===== src/rtl/clock_timekeeper_pkg.sv =====
// Shared encodings and constants for the 12-hour BCD timekeeper.
// Used by the top level, the BCD field counters and the bus interface users.
package clock_timekeeper_pkg;

    typedef enum logic [1:0] {
        SEL_HH = 2'd0,
        SEL_MM = 2'd1,
        SEL_SS = 2'd2
    } sel_e;

    localparam logic [7:0] RST_HH = 8'h12;
    localparam logic [7:0] RST_MM = 8'h00;
    localparam logic [7:0] RST_SS = 8'h00;

    localparam logic [7:0] BCD_MS_MIN = 8'h00;
    localparam logic [7:0] BCD_MS_MAX = 8'h59;
    localparam logic [7:0] BCD_HH_MIN = 8'h01;
    localparam logic [7:0] BCD_HH_MAX = 8'h12;
    localparam logic [7:0] BCD_HH_PM  = 8'h11;

    // Field selection cycles hours -> minutes -> seconds -> hours.
    function automatic sel_e next_sel(input sel_e s);
        case (s)
            SEL_HH:  return SEL_MM;
            SEL_MM:  return SEL_SS;
            default: return SEL_HH;
        endcase
    endfunction

endpackage


===== src/rtl/clock_timekeeper_if.sv =====
// Control inputs and time outputs of the timekeeper, grouped as one bus.
// The master side drives the enables and button pulses; the slave is the timekeeper.
interface clock_timekeeper_if;

    logic       i_ena;
    logic       i_wr;
    logic       i_input_pulse;
    logic       i_inc_pulse;
    logic       i_dec_pulse;
    logic       o_clock_pulse;
    logic [7:0] o_hh;
    logic [7:0] o_mm;
    logic [7:0] o_ss;
    logic       o_pm;
    logic [1:0] o_sel;

    modport master (
        output i_ena, i_wr, i_input_pulse, i_inc_pulse, i_dec_pulse,
        input  o_clock_pulse, o_hh, o_mm, o_ss, o_pm, o_sel
    );

    modport slave (
        input  i_ena, i_wr, i_input_pulse, i_inc_pulse, i_dec_pulse,
        output o_clock_pulse, o_hh, o_mm, o_ss, o_pm, o_sel
    );

endinterface


===== src/rtl/clock_timekeeper_bcd2.sv =====
// Two-digit BCD up/down register wrapping between MIN and MAX.
// wrap_o flags the cycle where an increment or decrement crosses the limit.
module bcd2_updown #(
    parameter logic [7:0] MIN = 8'h00,
    parameter logic [7:0] MAX = 8'h59
) (
    input  logic       clk_i,
    input  logic       load_i,
    input  logic [7:0] load_val_i,
    input  logic       inc_i,
    input  logic       dec_i,
    output logic [7:0] q_o,
    output logic       wrap_o
);

    logic [7:0] q_q;
    logic [7:0] q_d;

    always_comb begin
        q_d    = q_q;
        wrap_o = 1'b0;
        if (load_i) begin
            q_d = load_val_i;
        end else if (inc_i && !dec_i) begin
            if (q_q == MAX) begin
                q_d    = MIN;
                wrap_o = 1'b1;
            end else if (q_q[3:0] == 4'd9) begin
                q_d = {q_q[7:4] + 4'd1, 4'd0};
            end else begin
                q_d = {q_q[7:4], q_q[3:0] + 4'd1};
            end
        end else if (dec_i && !inc_i) begin
            if (q_q == MIN) begin
                q_d    = MAX;
                wrap_o = 1'b1;
            end else if (q_q[3:0] == 4'd0) begin
                q_d = {q_q[7:4] - 4'd1, 4'd9};
            end else begin
                q_d = {q_q[7:4], q_q[3:0] - 4'd1};
            end
        end
    end

    always_ff @(posedge clk_i) begin
        q_q <= q_d;
    end

    assign q_o = q_q;

endmodule


===== src/rtl/clock_timekeeper.sv =====
// 12-hour BCD real-time clock: 1 Hz prescaler, hh:mm:ss + AM/PM, and a
// set mode where button pulses select and adjust one field at a time.
module clock_timekeeper
    import clock_timekeeper_pkg::*;
#(
    parameter int CLK_HZ = 100_000_000
) (
    input  logic                 i_clk,
    input  logic                 i_reset,
    clock_timekeeper_if.slave    bus
);

    localparam int            PW       = (CLK_HZ > 1) ? $clog2(CLK_HZ) : 1;
    localparam logic [PW-1:0] PRESC_TC = PW'(CLK_HZ - 1);

    logic [PW-1:0] presc_q, presc_d;
    logic          wr_q, wr_d;
    sel_e          sel_q, sel_d;
    logic          pm_q, pm_d;
    logic          pulse_q, pulse_d;

    logic       run, tick, set_en, adj_inc, adj_dec;
    logic       ss_inc, ss_dec, mm_inc, mm_dec, hh_inc, hh_dec;
    logic       ss_wrap, mm_wrap, hh_wrap_unused;
    logic [7:0] ss, mm, hh;

    assign run     = bus.i_ena && !bus.i_wr;
    assign tick    = run && (presc_q == PRESC_TC);
    assign set_en  = bus.i_ena && bus.i_wr;
    assign adj_inc = set_en && bus.i_inc_pulse && !bus.i_dec_pulse;
    assign adj_dec = set_en && bus.i_dec_pulse && !bus.i_inc_pulse;

    // Carries only ripple on a run-mode tick; set-mode edits never touch neighbours.
    assign ss_inc = tick || (adj_inc && sel_q == SEL_SS);
    assign ss_dec = adj_dec && sel_q == SEL_SS;
    assign mm_inc = (tick && ss_wrap) || (adj_inc && sel_q == SEL_MM);
    assign mm_dec = adj_dec && sel_q == SEL_MM;
    assign hh_inc = (tick && ss_wrap && mm_wrap) || (adj_inc && sel_q == SEL_HH);
    assign hh_dec = adj_dec && sel_q == SEL_HH;

    bcd2_updown #(.MIN(BCD_MS_MIN), .MAX(BCD_MS_MAX)) u_ss (
        .clk_i      (i_clk),
        .load_i     (i_reset),
        .load_val_i (RST_SS),
        .inc_i      (ss_inc),
        .dec_i      (ss_dec),
        .q_o        (ss),
        .wrap_o     (ss_wrap)
    );

    bcd2_updown #(.MIN(BCD_MS_MIN), .MAX(BCD_MS_MAX)) u_mm (
        .clk_i      (i_clk),
        .load_i     (i_reset),
        .load_val_i (RST_MM),
        .inc_i      (mm_inc),
        .dec_i      (mm_dec),
        .q_o        (mm),
        .wrap_o     (mm_wrap)
    );

    bcd2_updown #(.MIN(BCD_HH_MIN), .MAX(BCD_HH_MAX)) u_hh (
        .clk_i      (i_clk),
        .load_i     (i_reset),
        .load_val_i (RST_HH),
        .inc_i      (hh_inc),
        .dec_i      (hh_dec),
        .q_o        (hh),
        .wrap_o     (hh_wrap_unused)
    );

    always_comb begin
        presc_d = presc_q;
        wr_d    = wr_q;
        sel_d   = sel_q;
        pm_d    = pm_q;
        pulse_d = 1'b0;
        if (bus.i_ena) begin
            wr_d    = bus.i_wr;
            pulse_d = tick;
            if (bus.i_wr || tick) begin
                presc_d = '0;
            end else begin
                presc_d = presc_q + 1'b1;
            end
            if (bus.i_wr && !wr_q) begin
                sel_d = SEL_HH;
            end else if (bus.i_wr && bus.i_input_pulse) begin
                sel_d = next_sel(sel_q);
            end
            // AM/PM flips across the 11/12 boundary, never across 12/01.
            if ((hh_inc && hh == BCD_HH_PM) || (hh_dec && hh == BCD_HH_MAX)) begin
                pm_d = !pm_q;
            end
        end
    end

    always_ff @(posedge i_clk) begin
        if (i_reset) begin
            presc_q <= '0;
            wr_q    <= 1'b0;
            sel_q   <= SEL_HH;
            pm_q    <= 1'b0;
            pulse_q <= 1'b0;
        end else begin
            presc_q <= presc_d;
            wr_q    <= wr_d;
            sel_q   <= sel_d;
            pm_q    <= pm_d;
            pulse_q <= pulse_d;
        end
    end

    assign bus.o_clock_pulse = pulse_q;
    assign bus.o_hh          = hh;
    assign bus.o_mm          = mm;
    assign bus.o_ss          = ss;
    assign bus.o_pm          = pm_q;
    assign bus.o_sel         = sel_q;

endmodule


===== src/flat_wrapper.sv =====
// flat-port wrapper written by rule: the top's interface ports become plain ports
module clock_timekeeper_flat import clock_timekeeper_pkg::*;
#(
    parameter int CLK_HZ = 100_000_000
)
  (i_clk, i_reset, bus_i_ena, bus_i_wr, bus_i_input_pulse, bus_i_inc_pulse, bus_i_dec_pulse, bus_o_clock_pulse, bus_o_hh, bus_o_mm, bus_o_ss, bus_o_pm, bus_o_sel);
  clock_timekeeper_if bus_i ();
  input  logic i_clk;
  input  logic i_reset;
  input wire logic [$bits(bus_i.i_ena)-1:0] bus_i_ena;
  input wire logic [$bits(bus_i.i_wr)-1:0] bus_i_wr;
  input wire logic [$bits(bus_i.i_input_pulse)-1:0] bus_i_input_pulse;
  input wire logic [$bits(bus_i.i_inc_pulse)-1:0] bus_i_inc_pulse;
  input wire logic [$bits(bus_i.i_dec_pulse)-1:0] bus_i_dec_pulse;
  output wire logic [$bits(bus_i.o_clock_pulse)-1:0] bus_o_clock_pulse;
  output wire logic [$bits(bus_i.o_hh)-1:0] bus_o_hh;
  output wire logic [$bits(bus_i.o_mm)-1:0] bus_o_mm;
  output wire logic [$bits(bus_i.o_ss)-1:0] bus_o_ss;
  output wire logic [$bits(bus_i.o_pm)-1:0] bus_o_pm;
  output wire logic [$bits(bus_i.o_sel)-1:0] bus_o_sel;
  assign bus_i.i_ena = bus_i_ena;
  assign bus_i.i_wr = bus_i_wr;
  assign bus_i.i_input_pulse = bus_i_input_pulse;
  assign bus_i.i_inc_pulse = bus_i_inc_pulse;
  assign bus_i.i_dec_pulse = bus_i_dec_pulse;
  assign bus_o_clock_pulse = bus_i.o_clock_pulse;
  assign bus_o_hh = bus_i.o_hh;
  assign bus_o_mm = bus_i.o_mm;
  assign bus_o_ss = bus_i.o_ss;
  assign bus_o_pm = bus_i.o_pm;
  assign bus_o_sel = bus_i.o_sel;
  clock_timekeeper #(.CLK_HZ(CLK_HZ)) u_core (.i_clk(i_clk), .i_reset(i_reset), .bus(bus_i));
endmodule

===== config.mk =====
export PLATFORM = sky130hd
export DESIGN_NAME = clock_timekeeper_flat
export DESIGN_NICKNAME = d
export VERILOG_FILES = /design/src/rtl/clock_timekeeper_pkg.sv /design/src/rtl/clock_timekeeper_if.sv /design/src/rtl/clock_timekeeper_bcd2.sv /design/src/rtl/clock_timekeeper.sv /design/src/flat_wrapper.sv
export SDC_FILE = /design/constraint.sdc
export NUM_CORES = 1
export LEC_CHECK = 0
export ABC_AREA = 1
export CAP_MARGIN = 20
export CORE_UTILIZATION = 63
export CTS_CLUSTER_DIAMETER = 60
export DETAILED_ROUTE_END_ITERATION = 7
export GPL_ROUTABILITY_DRIVEN = 0
export PLACE_DENSITY = 0.83
export SYNTH_ARGS = -nofsm -noshare
export SYNTH_HDL_FRONTEND = slang
export SYNTH_SLANG_ARGS = --single-unit

===== constraint.sdc =====
create_clock -name i_clk -period 8.9 [get_ports i_clk]
set_input_delay 1.335 -clock i_clk [delete_from_list [all_inputs] [get_ports i_clk]]
set_output_delay 1.335 -clock i_clk [all_outputs]
set_load 0.01 [all_outputs]

Word-level counts from Yosys, hierarchy flattened
Cells that the tools add are included.

Register bits after elaboration: 56.

Equal/unequal tests: 14. Bitwise logic cells: 1. Add/subtract/negate cells: 13. Mux-type cells: 32. Reduce and logical (&&, ||, !) cells: 60.

Operator list (number): 8-bit 2-to-1 mux (18); 27-bit by 1-bit adder with 27-bit output, second input constant (1); 27-bit equality test, second input constant (1); 27-bit 2-to-1 mux (1); 1-bit logical AND (25); 4-bit by 1-bit adder with 4-bit output, second input constant (6); 4-bit by 1-bit subtractor with 4-bit output, second input constant (6); 8-bit by 5-bit equality test with 1-bit output, second input constant (2); 8-bit by 7-bit equality test with 1-bit output, second input constant (2); 8-bit logical NOT (2); 4-bit equality test, second input constant (3); 4-bit logical NOT (3); 1-bit logical NOT (11); 1-bit 2-to-1 mux (10); 3-bit by 1-bit != test with 1-bit output, second input constant (3); 3-bit AND reduction (3); 3-bit nonzero test (3); 8-bit by 1-bit equality test with 1-bit output, second input constant (1); 2-bit nonzero test (4); 1-bit logical OR (5); 2-bit 2-to-1 mux (2); 2-bit one-hot mux with 2 select lines (1); 2-bit AND reduction (2); 2-bit by 1-bit equality test with 1-bit output, second input constant (1); 4 further kinds (4).

Logic depth before layout (Yosys ltp)
Gate-level depths: netlist of run 1.

Depth after elaboration: 23. Mapped depth: 34. Depth with buffers taken out: 34.

Modules after synthesis
A second synthesis of run 1 with hierarchy kept.

Cells, all modules: 604. Area, all modules: 4132.7 um^2.

By module, submodules not included: clock_timekeeper (seq. area each 640.6 um^2, instances 1, area an instance 1751.7 um^2, cells each 243); bcd2_updown at u_core.u_mm ... (seq. area each 240.2 um^2, instances 2, area an instance 759.5 um^2, cells each 116); bcd2_updown at u_core.u_hh (seq. area each 240.2 um^2, instances 1, area an instance 862.1 um^2, cells each 129).

Worst setup path before layout of run 1
Ideal clock, no wire load.

Path type: input to register. Start point: input port bus_i_ena. End point: register u_core.u_hh.q_q[7] (netlist: u_core.u_hh.q_o[7]). Setup time: 0.119 ns. Required time: 8.781 ns. Data arrival time: 4.335 ns. Slack: 4.446 ns. Stages on the path: 28. Cells stage by stage: nand2_1 > inv_1 > nand3_1 > nor3_1 > nand2_1 > inv_1 > nor2_1 > inv_1 > ha_1 > inv_1 > nor2_1 > inv_1 > o21ai_1 > nor3b_1 > nor2_1 > inv_1 > ha_1 > nand4_1 > nor2_1 > nor2_1 > nor2_1 > nand3_1 > nand2_2 > ha_1 > inv_1 > nand3_4 > o21ai_1 > a21oi_1.

Longest elaborated chain between the ends: 23. Elaborated cells on any way between the ends: 41. Classes of those cells: eq/ne: 1; mux: 7; reduce/logical: 33.

Ends and longest elaborated chain: start, declared (RTL line flat_wrapper.sv:10) `input wire logic [$bits(bus_i.i_ena)-1:0] bus_i_ena;`; 1-bit logical AND (RTL line clock_timekeeper.sv:29) `assign set_en = bus.i_ena && bus.i_wr;`; 1-bit logical AND (2 in series) (RTL line clock_timekeeper.sv:30) `assign adj_inc = set_en && bus.i_inc_pulse && !bus.i_dec_pulse;`; 1-bit logical AND (RTL line clock_timekeeper.sv:34) `assign ss_inc = tick || (adj_inc && sel_q == SEL_SS);`; 1-bit logical OR (RTL line clock_timekeeper.sv:34); 1-bit logical NOT (RTL line clock_timekeeper_bcd2.sv:33) `end else if (dec_i && !inc_i) begin`; 1-bit logical AND (RTL line clock_timekeeper_bcd2.sv:33); 1-bit 2-to-1 mux (RTL line clock_timekeeper_bcd2.sv:33); 1-bit 2-to-1 mux (RTL line clock_timekeeper_bcd2.sv:24) `end else if (inc_i && !dec_i) begin`; [... 6 more ...]; 1-bit 2-to-1 mux (RTL line clock_timekeeper_bcd2.sv:24); 1-bit 2-to-1 mux (RTL line clock_timekeeper_bcd2.sv:22) `if (load_i) begin`; 1-bit logical AND (RTL line clock_timekeeper.sv:38) `assign hh_inc = (tick && ss_wrap && mm_wrap) || (adj_inc && sel_q == SEL_HH);`; 1-bit logical OR (RTL line clock_timekeeper.sv:38); 1-bit logical NOT (RTL line clock_timekeeper_bcd2.sv:33); 1-bit logical AND (RTL line clock_timekeeper_bcd2.sv:33); 2-bit nonzero test (no line); 3-bit AND reduction (no line); end signal, assigned (RTL line clock_timekeeper_bcd2.sv:46) `q_q <= q_d;`; end, declared (RTL line clock_timekeeper_bcd2.sv:16) `logic [7:0] q_q;`.

Parallel ways exist; a longest one is shown, timed or not. A chain may end at the register's enable or synchronous reset.

Worst setup path after layout of run 1
Start point: input port bus_i_ena. End point: register u_core.u_hh.q_q[1] (netlist: u_core.u_hh.q_o[1]).

Longest elaborated chain between the ends: 22. Elaborated cells on any way between the ends: 38. Classes of those cells: mux: 7; reduce/logical: 31.

Ends and longest elaborated chain (RTL line): 1-bit logical AND (clock_timekeeper.sv:29); 1-bit logical AND (2 in series) (clock_timekeeper.sv:30); 1-bit logical AND (clock_timekeeper.sv:34); 1-bit logical OR (clock_timekeeper.sv:34); 1-bit logical NOT (clock_timekeeper_bcd2.sv:33); 1-bit logical AND (clock_timekeeper_bcd2.sv:33); 1-bit 2-to-1 mux (clock_timekeeper_bcd2.sv:33); 1-bit 2-to-1 mux (clock_timekeeper_bcd2.sv:24); [... 5 more ...]; 1-bit 2-to-1 mux (clock_timekeeper_bcd2.sv:33); 1-bit 2-to-1 mux (clock_timekeeper_bcd2.sv:24); 1-bit 2-to-1 mux (clock_timekeeper_bcd2.sv:22); 1-bit logical AND (clock_timekeeper.sv:38); 1-bit logical OR (clock_timekeeper.sv:38); 1-bit logical NOT (clock_timekeeper_bcd2.sv:33); 1-bit logical AND (clock_timekeeper_bcd2.sv:33); 2-bit nonzero test (no line).

Parallel ways exist; a longest one is shown, timed or not.

==> run metrics, run 1 <==
Mapped Cells 552; DRT iter0 DRCs 174; vias 3633; synthesized flop and latch total 56; Synth-to-Final Area Change 12.8%; crit-path max FO 14; clock buffer depth 2; Post-CTS Setup Inserts 0; share of cells above drive strength 1 0.0852; vias in the first global route 3331; post-cts hold buffer count 0; largest net degree at the start of global routing 24; maximum vdd drop 85.0 uV; Num CTS Buffers 5; First-pass DRT Iterations 4; die area 6420 sq um; Hold Crit Class register to register; Root Driver clkbuf_8; CTS Sinks 56; Synthesis Warnings 0; Nets 617; ys async rst share 0; htree depth 2; Max Freq 0.171 GHz; Slew headroom 0.584; crit path kind input pin to register; met3 capacity usage during global routing 0.0432; pwr dens 107 nW/um^2; synth unique cells 42; Clock Latency Late Sink 310 ps; GRT busiest layer met2; Antenna diodes 0; Buffers & Inverters on Critical Path 9; Critical Path Source bus_i_ena; first-pass GRT wire length 13.9 mm; gr usage total 0.270; CP max-delay cell clkdlybuf4s50_1; fin. max-slew vios 0; Critical Path Sink Type register; Overflow after GRT 0; detailed-route DRC error count 0; Final HPWL DP 6.30 mm; syn nets 583; Worst setup SP type input pin; crit share post-route 0.659; Hold Path Origin u_core.presc_q[21]; Post-Route Skew 7.59 ps; mapped cell area 3840 sq um; worst stage delay on the critical path 820 ps; Die Height 80.1 um; Setup TNS 0 ps; DR WL/cell 12.5 um; Final Hold Fails 0; buffers added on ports 34; met2 Use GR 0.471; GR Layer Usage met1 0.343; initial antenna violation count 0; R2R Path Start u_core.presc_q[0]; initial core utilization 0.649; Rows 28; Die Wd 80.1 um; min Tclk post-route 5860 ps; status complete, no violations; Mapped Avg Cell Area 6.97 sq um; fill cell total of the finished layout 498; # IOs 35; Resize count post-CTS 0; ANT nets after route 0; hold slack 485 ps; endpoints failing setup 0; Worst Tran Pin Value 623 ps; RSZ-0062 raised after global routing no; critical path's top delay family simple AND/OR/NAND/NOR gates; core area 5920 sq um; final WL 8.29 mm; critical path arrival 6120 ps; Req. time, crit path 9160 ps; LEAKAGE 1.87 nW; clock-pin slew on the worst setup and hold paths 100 ps; CTS tree yes; Synth Flop Type dfxtp_1; register area share after synthesis 0.292; Max Cap Violations 0; post-layout util 0.732; Via density 5.49; number of flops mapped to enable cells by yosys 0
[worst reg2reg max path, delay by kind of cell, from the launching register on]
kind,cells,cell delay [ps]
buffers and inverters,8,650
adders and majority gates,4,1050
AOI/OAI and AO/OA,3,340
and+or+nand+nor,18,2070
DFF,1,420
[area by class of cell]
type	count	area, sq um	share of cell area
inverters	98	368	0.0848
clock buffers	7	86.3	0.0199
multi-input cells	391	2320	0.535
well taps	75	93.8	0.0216
flip-flops and latches	56	1120	0.259
repair buffers	34	340	0.0785
clock inverters	1	7.51	0.00173
[logic make-up (layout without fill, tap and decap cells)]
kind of cell             count (synthesis)  after routing  share of synthesized area
AND/OR/NAND/NOR                        235            235                      0.307
AO/OA/AOI/OAI                          108            108                      0.164
buffers and inverters                  105            140                      0.105
flip-flops                              56             56                      0.292
adder cells (fa/ha/maj)                 24             24                     0.0781
XOR/XNOR                                24             24                     0.0547
[metrics by stage]
step / cells / cell area, sq um / worst slack (ps) / power (mW)
after detailed placement: 654 / 4240 / 2760 / 0.324
final: 662 / 4340 / 3040 / 0.465
after floorplan: 552 / 3840 / 4450 / 0.306
after global placement: 654 / 4240 / 2920 / 0.323
after global routing: 662 / 4340 / 2380 / 0.486
after CTS: 662 / 4340 / 3080 / 0.468
[registers in the layout (all words and copies together), names as in the netlist]
signal / cells
u_core.u_hh.q_o: 8
u_core.presc_q: 27
u_core.bus.o_clock_pulse: 1
u_core.wr_q: 1
u_core.bus.o_sel: 2
u_core.bus.o_pm: 1
u_core.u_mm.q_o: 8
u_core.u_ss.q_o: 8
[cell usage in the layout (no fill, tap or decap), drive strengths merged, types with 3 or more instances in the layout]
cell           instances
nor2                  76
inv                   98
xnor2                  4
nor3                  19
clkbuf                 7
o21ai                 37
a21oi                 35
nand2                 77
nand3                 40
o31ai                  6
ha                    24
clkdlybuf4s50         34
dfxtp                 56
nor4                   5
o21a                   3
a31oi                  9
nand4                 14
a211oi                 5
xor2                  20
o211ai                 5
[worst paths after layout]
kind	depth (start not counted)	slack (ps)	end
min reg2reg	2	480	u_core.presc_q[21]
max reg2reg	33	4340	u_core.u_hh.q_o[1]
min	2	480	u_core.presc_q[21]
max	33	3040	u_core.u_hh.q_o[1]
[power breakdown]
group,switching (mW),internal [mW]
Clock,0.0822,0.0634
Sequential,0.00699,0.255
Combinational,0.0348,0.0227
Total,0.124,0.341
[synthesized netlist by cell type (2+ instances only)]
library cell,number,area share
a211oi_1,5,0.0098
a21oi_1,33,0.043
a21oi_2,2,0.0046
a22oi_1,2,0.0039
a31oi_1,9,0.015
buf_2,5,0.0065
dfxtp_1,56,0.29
ha_1,24,0.078
inv_1,90,0.088
inv_2,8,0.0078
nand2_1,66,0.064
nand2_2,9,0.015
nand2_4,2,0.0059
nand3_1,36,0.047
nand3_2,3,0.0078
nand4_1,13,0.021
nor2_1,66,0.064
nor2_2,7,0.011
nor2_4,3,0.0088
nor3_1,16,0.021
nor3_4,3,0.013
nor4_1,4,0.0065
o211ai_1,5,0.0098
o21a_1,3,0.0059
o21ai_0,33,0.043
o21ai_1,4,0.0052
o22ai_1,2,0.0033
o31ai_1,6,0.012
or2_2,2,0.0033
xnor2_1,4,0.0091
xor2_1,20,0.046
[layer usage]
metal,vias up,share of wire
li1,1899,-
met1,1637,0.48
met2,91,0.46
met3,6,0.045
met4,0,0.0081
met5,-,0
Power figures use the tool's default switching activity.
==> run 2: changes to the inputs <==
- CORE_UTILIZATION: 63 -> 53
- PLACE_DENSITY: 0.83 -> 0.74
- clock period: 8.9 -> 5.2 ns (I/O delays scaled with it)
==> run 2 against run 1 <==
Effect of this change:
- sequential power increased by 71%
- sequential share of layout area decreased by 0.21 points
- critical path depth decreased by 3
- largest cell class unchanged
- wire length increased by 3.7%
- clock-buffer cell count decreased by 1
- cell count increased by 3.5%
==> run metrics, run 2 (same netlist as run 1, synthesis figures left out) <==
status complete, no violations; worst setup margin 390 ps (-2650 ps); pwr dens 183 nW/um^2 (+70%); post-layout util 0.633 (-0.0993); Nets 619 (+0.32%); Worst Tran Pin Value 624 ps (+0.129 ps); Worst setup SP type input pin; initial antenna violation count 0 (unchanged); buffers added on ports 34 (unchanged); most frequent CP cell inv_1; Post-CTS Setup Inserts 0 (unchanged); Hold Crit Class register to register; vias in the first global route 3291 (-1.2%); Root Driver clkbuf_8; Clock Latency Late Sink 320 ps (about the same); Power Internal 0.572 mW (+68%); Overflow after GRT 0 (unchanged); Antenna diodes 0 (unchanged); logic gate share of total power 0.125 (about the same); CTS tree yes; Sw Share 0.284 (+0.0170); Setup TNS 0 ps (unchanged); critical path's top delay family simple AND/OR/NAND/NOR gates; DRT iter0 DRCs 201 (+16%); Layout Cells excl Fill 685 (+3.5%); CP max-delay cell clkdlybuf4s50_1; gr usage total 0.239 (-0.0308); max FFs per register 27 (unchanged); Die Wd 87.2 um (+8.8%); Final Hold Fails 0 (unchanged); Clock power frac 0.314 (about the same); crit share post-route 0.925; Die Height 87.2 um (+8.8%); CTS Sinks 56 (unchanged); area of the multi-input gates 2320 sq um (unchanged); Via density 5.31 (-3.2%); fin. max-slew vios 0 (unchanged); worst stage delay on the critical path 550 ps (-270 ps); Psw 0.227 mW (+83%); detailed-route DRC error count 0 (unchanged); min Tclk post-route 4810 ps; Synth-to-Final Area Change 13.7%; clock buffer depth 2 (unchanged); dpl ws 113 ps (-2650 ps); hold slack 489 ps (+3.94 ps); Req. time, crit path 5460 ps (-3700 ps); most common cell after layout, fill and taps aside inv_1; critical path arrival 5070 ps (-1050 ps); Slew headroom 0.584 (about the same); FF-to-FF End u_core.u_hh.q_o[5]; LEAKAGE 1.87 nW (+0.38%); Num CTS Buffers 5 (unchanged); Seq. cell area 1120 sq um (unchanged); DR WL/cell 12.5 um (+0.19%); first-pass GRT wire length 14.6 mm (+5.4%); crit-path max FO 7 (-7); clock-pin slew on the worst setup and hold paths 100 ps (about the same); sequential power share 0.561 (-0.002); r2r worst-path depth 30 (-9.1%); Max Cap Violations 0 (unchanged); leading cell types in the layout, fill and taps excluded inv_1, nor2_1, nand2_1, dfxtp_1, nand3_1; Hold Path Origin u_core.wr_q; endpoints failing setup 0 (unchanged); maximum vdd drop 94.2 uV (+11%); # IOs 35 (unchanged); final WL 8.60 mm (+3.7%); Buffers & Inverters on Critical Path 8 (-1); crit path kind input pin to register; Cells after DPL 677 (+3.5%); Hold Path Depth 2 (unchanged); vias 3638 (+0.14%); core area 6910 sq um (+17%); Resize count post-CTS 0 (unchanged); r2r setup slk 810 ps (-3530 ps); share of cells above drive strength 1 0.0883 (+0.00311); initial core utilization 0.557 (-0.0927); Rows 30 (+7.1%); RSZ-0062 raised after global routing no; Post-Route Skew 9.00 ps (+1.41 ps); hold endpoint u_core.wr_q; fill cell total of the finished layout 669 (+34%); Critical Path Sink Type register; largest net degree at the start of global routing 24 (unchanged); register name with the most flops u_core.presc_q; Final HPWL DP 6.49 mm (+3.1%); Max Freq 0.208 GHz; R2R Path Start u_core.presc_q[0]; First-pass DRT Iterations 4 (unchanged); htree depth 2 (unchanged); post-cts hold buffer count 0 (unchanged); die area 7600 sq um (+18%); ANT nets after route 0 (unchanged)
## run 2: changes by cell type in the layout (fill, tap and decap cells not counted), sizes merged
cell / before / now
buf: 0 / 2
clkbuf: 7 / 6
clkinv: 0 / 1
## run 2: how the worst max path moves through the flow
| stage | startpoint | endpoint | slack [ps] | cells past startpoint |
|---|---|---|---|---|
| after floorplan | bus_i_ena | u_core.u_hh.q_o[7] | 1300 | 28 |
| after global placement | bus_i_ena | u_core.u_hh.q_o[5] | 260 | 28 |
| after detailed placement | bus_i_ena | u_core.u_hh.q_o[5] | 110 | 30 |
| after CTS | bus_i_ena | u_core.u_hh.q_o[5] | 440 | 30 |
| after global routing | bus_i_ena | u_core.u_hh.q_o[7] | 30 | 27 |
| final | bus_i_ena | u_core.u_hh.q_o[5] | 390 | 30 |
## run 2: layout make-up
type / instances / area share
repair buffers: 36 / 0.0813
well taps: 96 / 0.0275
multi-input cells: 391 / 0.530
clock buffers: 6 / 0.0166
flip-flops and latches: 56 / 0.256
inverters: 98 / 0.0841
clock inverters: 2 / 0.00372
## run 2: power groups by stage
| stage | sequential (mW) | combinational [mW] | clock [mW] |
|---|---|---|---|
| finish | 0.448 | 0.0998 | 0.251 |
| global route | 0.449 | 0.113 | 0.272 |
| detailed placement | 0.458 | 0.0989 | 0 |
| floorplan | 0.458 | 0.0650 | 0 |
| global placement | 0.457 | 0.0972 | 0 |
| CTS | 0.448 | 0.0993 | 0.260 |
## run 2: per-layer routing
metal,GRT usage,share of wire,vias up
met5,0,0,-
met3,0.0360,0.050,7
met1,0.330,0.50,1634
li1,-,-,1905
met4,0.0566,0.0054,0
met2,0.392,0.45,92
## run 2: tightest hold or removal path, stage by stage (launching register included)
cell and delay (ps):
dfxtp_1 330, nand2_1 70, a21oi_1 50
## run 2: per-stage QoR
step / power, mW / instance area, sq um
2_1_floorplan: 0.523 / 3840
3_3_place_gp: 0.554 / 4280
3_5_place_dp: 0.557 / 4280
4_1_cts: 0.807 / 4370
5_1_grt: 0.834 / 4370
6_report: 0.799 / 4370
